## src/rtl/spi_cfg_pkg.sv

```systemverilog
// Shared types and helpers for the configurable SPI master.
package spi_cfg_pkg;

  typedef enum logic [1:0] {IDLE, FRONT, XFER, BACK} spi_state_t;

  // Width of the slave-select index; a single slave still gets a 1-bit port.
  function automatic int unsigned ss_width(input int unsigned num_ss);
    return (num_ss <= 1) ? 1 : $clog2(num_ss);
  endfunction

endpackage

```

## src/rtl/spi_sclk_gen.sv

```systemverilog
// SCLK divider: porch load, free-running count while active, registered SCLK and
// strobes flagging the clk edge on which SCLK will lead or trail.
module spi_sclk_gen #(
  parameter int unsigned DIV_W = 6
) (
  input  logic clk_i,
  input  logic rst_ni,
  input  logic load_i,
  input  logic run_i,
  input  logic run_nxt_i,
  input  logic cpol_nxt_i,
  output logic sclk_o,
  output logic lead_o,
  output logic trail_o
);

  localparam logic [DIV_W-1:0] DivLoad   = {2'b11, {(DIV_W-2){1'b0}}};
  localparam logic [DIV_W-1:0] DivLast   = {DIV_W{1'b1}};
  localparam logic [DIV_W-1:0] DivHalfM1 = {1'b0, {(DIV_W-1){1'b1}}};

  logic [DIV_W-1:0] div_q, div_d;
  logic             sclk_q, sclk_d;

  always_comb begin
    div_d = div_q;
    if (load_i) begin
      div_d = DivLoad;
    end else if (run_i) begin
      div_d = div_q + DIV_W'(1);
    end
    // Raw clock is the inverted divider MSB, forced low outside the active window.
    sclk_d  = cpol_nxt_i ^ (run_nxt_i & ~div_d[DIV_W-1]);
    lead_o  = run_i & (div_q == DivLast);
    trail_o = run_i & (div_q == DivHalfM1);
  end

  always_ff @(posedge clk_i) begin
    if (!rst_ni) begin
      div_q  <= '0;
      sclk_q <= 1'b0;
    end else begin
      div_q  <= div_d;
      sclk_q <= sclk_d;
    end
  end

  assign sclk_o = sclk_q;

endmodule

```

## src/rtl/spi_mstr_cfg.sv

```systemverilog
// Parametrised SPI master with per-transaction CPOL/CPHA and multiple slave selects.
// Shift register, bit counter and FSM live here; SCLK timing comes from spi_sclk_gen.
module spi_mstr_cfg
  import spi_cfg_pkg::*;
#(
  parameter int unsigned DATA_W = 16,
  parameter int unsigned DIV_W  = 6,
  parameter int unsigned NUM_SS = 1,
  parameter int unsigned SS_W   = ss_width(NUM_SS)
) (
  input  logic              clk,
  input  logic              rst_n,
  input  logic              wrt,
  input  logic [DATA_W-1:0] cmd,
  input  logic [SS_W-1:0]   ss_sel,
  input  logic              cpol,
  input  logic              cpha,
  input  logic              MISO,
  output logic              SCLK,
  output logic              MOSI,
  output logic [NUM_SS-1:0] SS_n,
  output logic              busy,
  output logic              done,
  output logic [DATA_W-1:0] rd_data
);

  localparam int unsigned      CNT_W   = $clog2(DATA_W + 1);
  localparam logic [CNT_W-1:0] CntLast = CNT_W'(DATA_W);

  spi_state_t state_q, state_d;

  logic [DATA_W-1:0] shreg_q, shreg_d;
  logic [DATA_W-1:0] rd_q, rd_d;
  logic [CNT_W-1:0]  cnt_q, cnt_d;
  logic [NUM_SS-1:0] ss_n_q, ss_n_d;
  logic              sample_q, sample_d;
  logic              cpol_q, cpol_d;
  logic              cpha_q, cpha_d;

  logic accept, lead, trail, last, shift, run_nxt;

  assign accept  = wrt & ~busy;
  assign last    = lead & (cnt_q == CntLast);
  assign run_nxt = (state_d == FRONT) || (state_d == XFER);

  spi_sclk_gen #(
    .DIV_W (DIV_W)
  ) u_sclk_gen (
    .clk_i      (clk),
    .rst_ni     (rst_n),
    .load_i     (accept),
    .run_i      (busy),
    .run_nxt_i  (run_nxt),
    .cpol_nxt_i (cpol_d),
    .sclk_o     (SCLK),
    .lead_o     (lead),
    .trail_o    (trail)
  );

  always_ff @(posedge clk) begin
    if (!rst_n) begin
      state_q <= IDLE;
    end else begin
      state_q <= state_d;
    end
  end

  always_comb begin
    state_d = state_q;
    unique case (state_q)
      IDLE:    if (accept) state_d = FRONT;
      FRONT:   if (lead) state_d = XFER;
      XFER:    if (last) state_d = BACK;
      BACK:    state_d = accept ? FRONT : IDLE;
      default: state_d = IDLE;
    endcase
  end

  // BACK lasts exactly one cycle, so it doubles as the done pulse.
  always_comb begin
    busy = (state_q == FRONT) || (state_q == XFER);
    done = (state_q == BACK);
  end

  always_comb begin
    shreg_d  = shreg_q;
    rd_d     = rd_q;
    cnt_d    = cnt_q;
    ss_n_d   = ss_n_q;
    sample_d = sample_q;
    cpol_d   = cpol_q;
    cpha_d   = cpha_q;
    // With cpha=1 the first leading edge only launches data, nothing is shifted in yet.
    shift    = cpha_q ? (lead & (cnt_q != '0)) : trail;
    if (accept) begin
      shreg_d = cmd;
      cnt_d   = '0;
      cpol_d  = cpol;
      cpha_d  = cpha;
      for (int unsigned i = 0; i < NUM_SS; i++) begin
        ss_n_d[i] = (ss_sel != SS_W'(i));
      end
    end else begin
      if (lead) cnt_d = cnt_q + CNT_W'(1);
      if (cpha_q ? trail : lead) sample_d = MISO;
      if (shift) shreg_d = {shreg_q[DATA_W-2:0], sample_q};
      if (last) begin
        rd_d   = shreg_d;
        ss_n_d = '1;
      end
    end
  end

  always_ff @(posedge clk) begin
    if (!rst_n) begin
      shreg_q  <= '0;
      rd_q     <= '0;
      cnt_q    <= '0;
      ss_n_q   <= '1;
      sample_q <= 1'b0;
      cpol_q   <= 1'b0;
      cpha_q   <= 1'b0;
    end else begin
      shreg_q  <= shreg_d;
      rd_q     <= rd_d;
      cnt_q    <= cnt_d;
      ss_n_q   <= ss_n_d;
      sample_q <= sample_d;
      cpol_q   <= cpol_d;
      cpha_q   <= cpha_d;
    end
  end

  assign MOSI    = shreg_q[DATA_W-1];
  assign SS_n    = ss_n_q;
  assign rd_data = rd_q;

endmodule
```

## config.mk

```make
export PLATFORM = sky130hd
export DESIGN_NAME = spi_mstr_cfg
export DESIGN_NICKNAME = d
export VERILOG_FILES = /design/src/rtl/spi_cfg_pkg.sv /design/src/rtl/spi_sclk_gen.sv /design/src/rtl/spi_mstr_cfg.sv
export SDC_FILE = /design/constraint.sdc
export NUM_CORES = 1
export LEC_CHECK = 0
export ABC_AREA = 1
export BUFFER_PORTS_ARGS = -buffer_cell sky130_fd_sc_hd__clkbuf_2
export CORE_MARGIN = 2
export CORE_UTILIZATION = 55
export DETAILED_ROUTE_END_ITERATION = 6
export PLACE_DENSITY_LB_ADDON = 0.3
export SYNTH_ARGS = -nofsm -noshare
export SYNTH_HDL_FRONTEND = slang
export SYNTH_HIERARCHICAL = 1
export SYNTH_SLANG_ARGS = --single-unit
```

## constraint.sdc

```tcl
create_clock -name clk -period 3 [get_ports clk]
set_clock_uncertainty 0.15 [all_clocks]
set_input_delay 0 -clock clk [delete_from_list [all_inputs] [get_ports clk]]
set_output_delay 0 -clock clk [all_outputs]
set_load 0.05 [all_outputs]
```

## Word-level counts from Yosys, hierarchy flattened

Index checks and enable logic that the tools add are counted.
Widths: inputs -> output; s select.

| word-level totals | value |
|---|---|
| register bits after elaboration | 50 |
| input bits | 23 |
| word-level logic and storage cells | 56 |

| operators by class | value |
|---|---|
| add/sub/neg operators | 2 |
| equality and inequality tests | 8 |
| multiplexer cells | 14 |
| bitwise logic cells | 11 |
| reductions and logical operators | 9 |

Operators by type and width:

| operator | number |
|---|---|
| $mux 16 | 2 |
| $mux 6 | 2 |
| $pmux 2 s4 | 1 |
| $add 6x1->6 const B | 1 |
| $and 1x1->1 | 6 |
| $eq 2x2->1 const B | 3 |
| $eq 6x5->1 const B | 1 |
| $eq 6x6->1 const B | 1 |
| $mux 1 | 6 |
| $mux 2 | 3 |
| $add 5x1->5 const B | 1 |
| $eq 5x5->1 const B | 1 |
| $reduce_bool 5->1 | 1 |
| $eq 2x1->1 const B | 2 |
| $not 1->1 | 4 |
| $reduce_and 2->1 | 2 |
| $reduce_bool 2->1 | 2 |
| $logic_not 2->1 | 1 |
| $logic_or 1x1->1 | 2 |
| $reduce_or 2->1 | 1 |
| $xor 1x1->1 | 1 |

## Depth between registers and ports, before layout

| logic depth | value |
|---|---|
| depth in word-level cells | 10 |
| depth in mapped cells | 16 |
| gate-level depth less buffers | 15 |

## By module

Netlist, hierarchy kept.

Modules (own cells, without submodules):

| module | instances | cells each | area an instance (µm²) | sequential area each (µm²) |
|---|---|---|---|---|
| spi_mstr_cfg | 1 | 342 | 2279.7 | 860.8 |
| spi_sclk_gen | 1 | 43 | 341.6 | 140.1 |

## Least setup slack after synthesis

OpenSTA, ideal clock, no wires.

| timing | value |
|---|---|
| path type | flip-flop to flip-flop |
| from | register state_q[0] |
| to | register rd_q[14] (netlist: rd_data[14]) |
| setup time | 0.109 ns |
| data arrival time | 2.378 ns |
| required time | 2.741 ns |
| setup slack | 0.363 ns |
| cell stages (with the launch flop) | 14 |
| path buffers | 2 |
| clock period less this slack | 2.637 ns |
| cell sequence | dfxtp_1 inv_1 ha_1 nand3_1 nor3_1 buf_4 nand2_1 inv_2 nand3_4 nor2_4 buf_4 nand3_1 nand2_1 inv_1 |

| between the ends | value |
|---|---|
| cells in the longest elaborated chain, start to end | 6 |
| elaborated cells between the ends (all ways) | 13 |
| those cells by class | eq/ne: 2; mux: 2; bitwise: 7; reduce/logical: 2 |

Ends and longest elaborated chain:

| what | line | text |
|---|---|---|
| start: declaration | spi_mstr_cfg.sv:30 | `spi_state_t state_q, state_d;` |
| start signal: assignment | spi_mstr_cfg.sv:64 | `state_q <= state_d;` |
| $eq 2x1->1 or $eq 2x2->1 (tied branches) | spi_mstr_cfg.sv:81 | `busy = (state_q == FRONT) \|\| (state_q == XFER);` |
| $logic_or 1x1->1 (*) | spi_mstr_cfg.sv:81 |  |
| net busy | spi_mstr_cfg.sv:22 | `output logic busy,` |
| $and 1x1->1 (*) | spi_sclk_gen.sv:33 | `lead_o = run_i & (div_q == DivLast);` |
| net lead | spi_mstr_cfg.sv:40 | `logic accept, lead, trail, last, shift, run_nxt;` |
| $and 1x1->1 | spi_mstr_cfg.sv:94 | `shift = cpha_q ? (lead & (cnt_q != '0)) : trail;` |
| $mux 1 | spi_mstr_cfg.sv:94 |  |
| $mux 16 | spi_mstr_cfg.sv:106 | `if (shift) shreg_d = {shreg_q[DATA_W-2:0], sample_q};` |
| end signal: assignment | spi_mstr_cfg.sv:125 | `rd_q <= rd_d;` |
| end: declaration | spi_mstr_cfg.sv:33 | `logic [DATA_W-1:0] rd_q, rd_d;` |

The timed path passes the listed nets; every way through them passes the cells marked *.
A chain may end at the register's enable or synchronous reset.

## Worst setup path in the final report

| timing | value |
|---|---|
| from | register state_q[0] |
| to | register rd_q[6] (netlist: rd_data[6]) |

| between the ends | value |
|---|---|
| cells in the longest elaborated chain, start to end | 6 |
| elaborated cells between the ends (all ways) | 13 |
| those cells by class | eq/ne: 2; mux: 2; bitwise: 7; reduce/logical: 2 |

Ends and longest elaborated chain:

| what | line |
|---|---|
| $eq 2x1->1 or $eq 2x2->1 (tied branches) | spi_mstr_cfg.sv:81 |
| $logic_or 1x1->1 (*) | spi_mstr_cfg.sv:81 |
| $and 1x1->1 (*) | spi_sclk_gen.sv:33 |
| net lead | spi_mstr_cfg.sv:40 |
| $and 1x1->1 | spi_mstr_cfg.sv:94 |
| $mux 1 | spi_mstr_cfg.sv:94 |
| $mux 16 | spi_mstr_cfg.sv:106 |

Marks and branches as above.

==> results.yml <==
detailed_routing:
  final_antenna_net_count: 0
  viasPerCell: 5.018
  vias: 2509
  drt_wl_total_um: 5757
  drtIter0Drc: 127
  first_pass_iters: 4
  wl_per_cell_um: 11.51
  drc: 0
sta:
  fmax_mhz: 365.9
  rsz0062_at_grt: "false"
  tightest_slew_ns: 0.6227
  period_needed_ns: 2.733
  report.final.slew_viol_count: 0
  hold_violations: 0
  setup_ws_ns: 0.2671
  fin_crit_sh_pct: 91.10
  setup_viol: 0
  maxSlewHeadroom_pct: 58.23
  tns_ns: 0
synthesis:
  synth_edf_count: 0
  synthTopCellsByArea: "dfxtp_1 38%, nand3_1 11%, inv_1 10%"
  synth.area.mux_share_pct: 0.3819
  synth_top_area_share_pct: 38.19
  ys_warn_count: 6
  syn_area_um2: 2621
  syn_nets: 415
  ys_async_sr_fraction_pct: 0
  synth_fa_ha_area_share_pct: 3.341
  yosys_register_bits: 50
  yosys.area_share.simple_pct: 35.99
  synth_cell_types: 29
  synth_top_family_by_area: "simple AND/OR/NAND/NOR gates"
  synth-xor-area-share_pct: 0.6683
  ys_top_cells_by_count: "72 x inv_1, 63 x nand2_1, 57 x nand3_1"
  synth_top_cell_by_area: "dfxtp_1"
  ys.flop_type: "dfxtp_1"
  yosysMostFrequentCell: "inv_1"
  synth_compound_area_share_pct: 7.303
  syn_inst: 385
  seq_area_frac_synth_pct: 38.19
  syn_avg_cell_area_um2: 6.808
die:
  core_um2: 4661
  placementRows: 25
  io_pins: 44
  die_area_um2: 5334
  start_util_pct: 56.24
  fp.dieH_um: 73.04
  die_x_um: 73.04
final_layout:
  area_delta_synth_final_pct: 19.67
  nets: 475
  stdcell_area_um2: 3137
  antenna_cells: 0
  utilization_pct: 67.30
  layout.cells.non_filler: 500
  drive_above_1_share_pct: 17.94
clock_network:
  clock_latency_ns: 0.30
  cts.htree.levels: 2
  cts_made_buffers: 5
  cts_root_buf: "clkbuf_8"
  tritoncts: "built"
  path_clk_slew_ns: 0.09
  clock_sinks: 50
  cts_resized: 0
  clockBufferDepth: 2
setup_path:
  cp_max_fo: 32
  cp_top_family: "simple AND/OR/NAND/NOR gates"
  end_kind: "register"
  slowest_stage: "ha_1"
  critPathKind: "reg2reg"
  crit_buf_inv: 5
  critPathMaxStageDelay_ns: 0.48
  worstPathCellList: "inv_1 -> ha_1 -> nand3_1 -> nor3_1 -> buf_4 -> nand2_1 -> inv_2 -> nand3_4 -> nor2_4 -> buf_4 -> nor2_1 -> nor2_1 -> nand2_1 -> inv_1"
  start_kind: "register"
  cp.arrival_ns: 2.83
  crit_required_ns: 3.10
hold_path:
  worstHoldPathType: "in2reg"
power_and_ir_drop:
  ir_drop_uv: 418.2
  p_per_area_nw_per_um2: 608.1
  leakage_nw: 1.718
placement:
  gp_congestion: 0.8456
  dp_cells: 472
  placed_area_um2: 2841
  dp_hpwl_um: 3757
  pre_cts_slack_ns: 0.3432
  io_buffers: 43
run_status:
  outcome: "complete, no violations"
flow_run:
  maxCapViolations: 0
global_routing:
  grt_usage_pct: 22.95
  antenna_found_initial: 0
  grt_overflow: 0
  first_global_vias: 2325
  grt_pass1_wl_um: 9749
  grt_max_degree: 33
[kinds of logic after synthesis]
logic type      after synthesis
flops                        50
mux                           1
xor+xnor                      2
fa+ha+maj                     7
compound gates               37
buf+inv                      88
simple gates                200
[flip-flops by register name, indices dropped and copies added, names as in the netlist]
signal and count:
SS_n 1, cnt_q 5, cpha_q 1, cpol_q 1, rd_data 16, sample_q 1, shreg_q 16, state_q 2
u_sclk_gen/div_q 6, u_sclk_gen/sclk_o 1
[report_power, final]
group	leakage (nW)	switching [mW]	internal, mW
sequential	0.409	0.0612	0.762
combinational	1.26	0.438	0.232
clock	0.0489	0.224	0.191
[final cells by class]
cell class              count  area [um2]
well taps                  54       67.56
clock inverters             1       8.758
fillers                   419        1524
repair buffers             67       445.4
multi-input cells         247        1250
inverters                  74       277.8
clock buffers               7       86.33
flip-flops and latches     50        1001
[per-layer routing]
layer | GRT usage (%) | vias to the layer above | wire length, um
li1 | - | 1310 | -
met1 | 29.01 | 1129 | 2746
met2 | 38.64 | 59 | 2669
met3 | 4.696 | 11 | 241
met4 | 8.025 | 0 | 99
met5 | 0 | - | 0
[layout by cell type, fill, tap and decap left out, drive strengths merged, types with 8 or more instances in the layout]
| master | n |
|---|---|
| clkbuf | 50 |
| nand2 | 78 |
| a21oi | 9 |
| nor3 | 8 |
| o21ai | 27 |
| nor2 | 51 |
| dfxtp | 50 |
| inv | 74 |
| nand3 | 60 |
| dlygate4sd3 | 20 |
[what timing repair did]
action / CTS / global route
setup buffers: 0 / 0
hold buffers: 20 / 0
hold endpoints to repair: 20 / 0
[path summary, 6_finish.rpt]
check | start | to | slack (ns) | depth (start not counted)
worst max-delay path | state_q[0] | rd_data[6] | 0.27 | 14
worst max register to register | state_q[0] | rd_data[6] | 0.27 | 14
worst min register to register | sample_q | sample_q | 0.30 | 2
worst min-delay path | rst_n | SS_n | 0.05 | 2
[per-stage QoR]
step,hold WS [ns],power [mW]
2_1_floorplan,-0.02941,1.343
3_3_place_gp,0.1151,1.466
3_5_place_dp,0.1350,1.482
4_1_cts,0.03354,1.918
5_1_grt,0.08297,2.039
6_report,0.04659,1.908
Power figures use the tool's default switching activity.
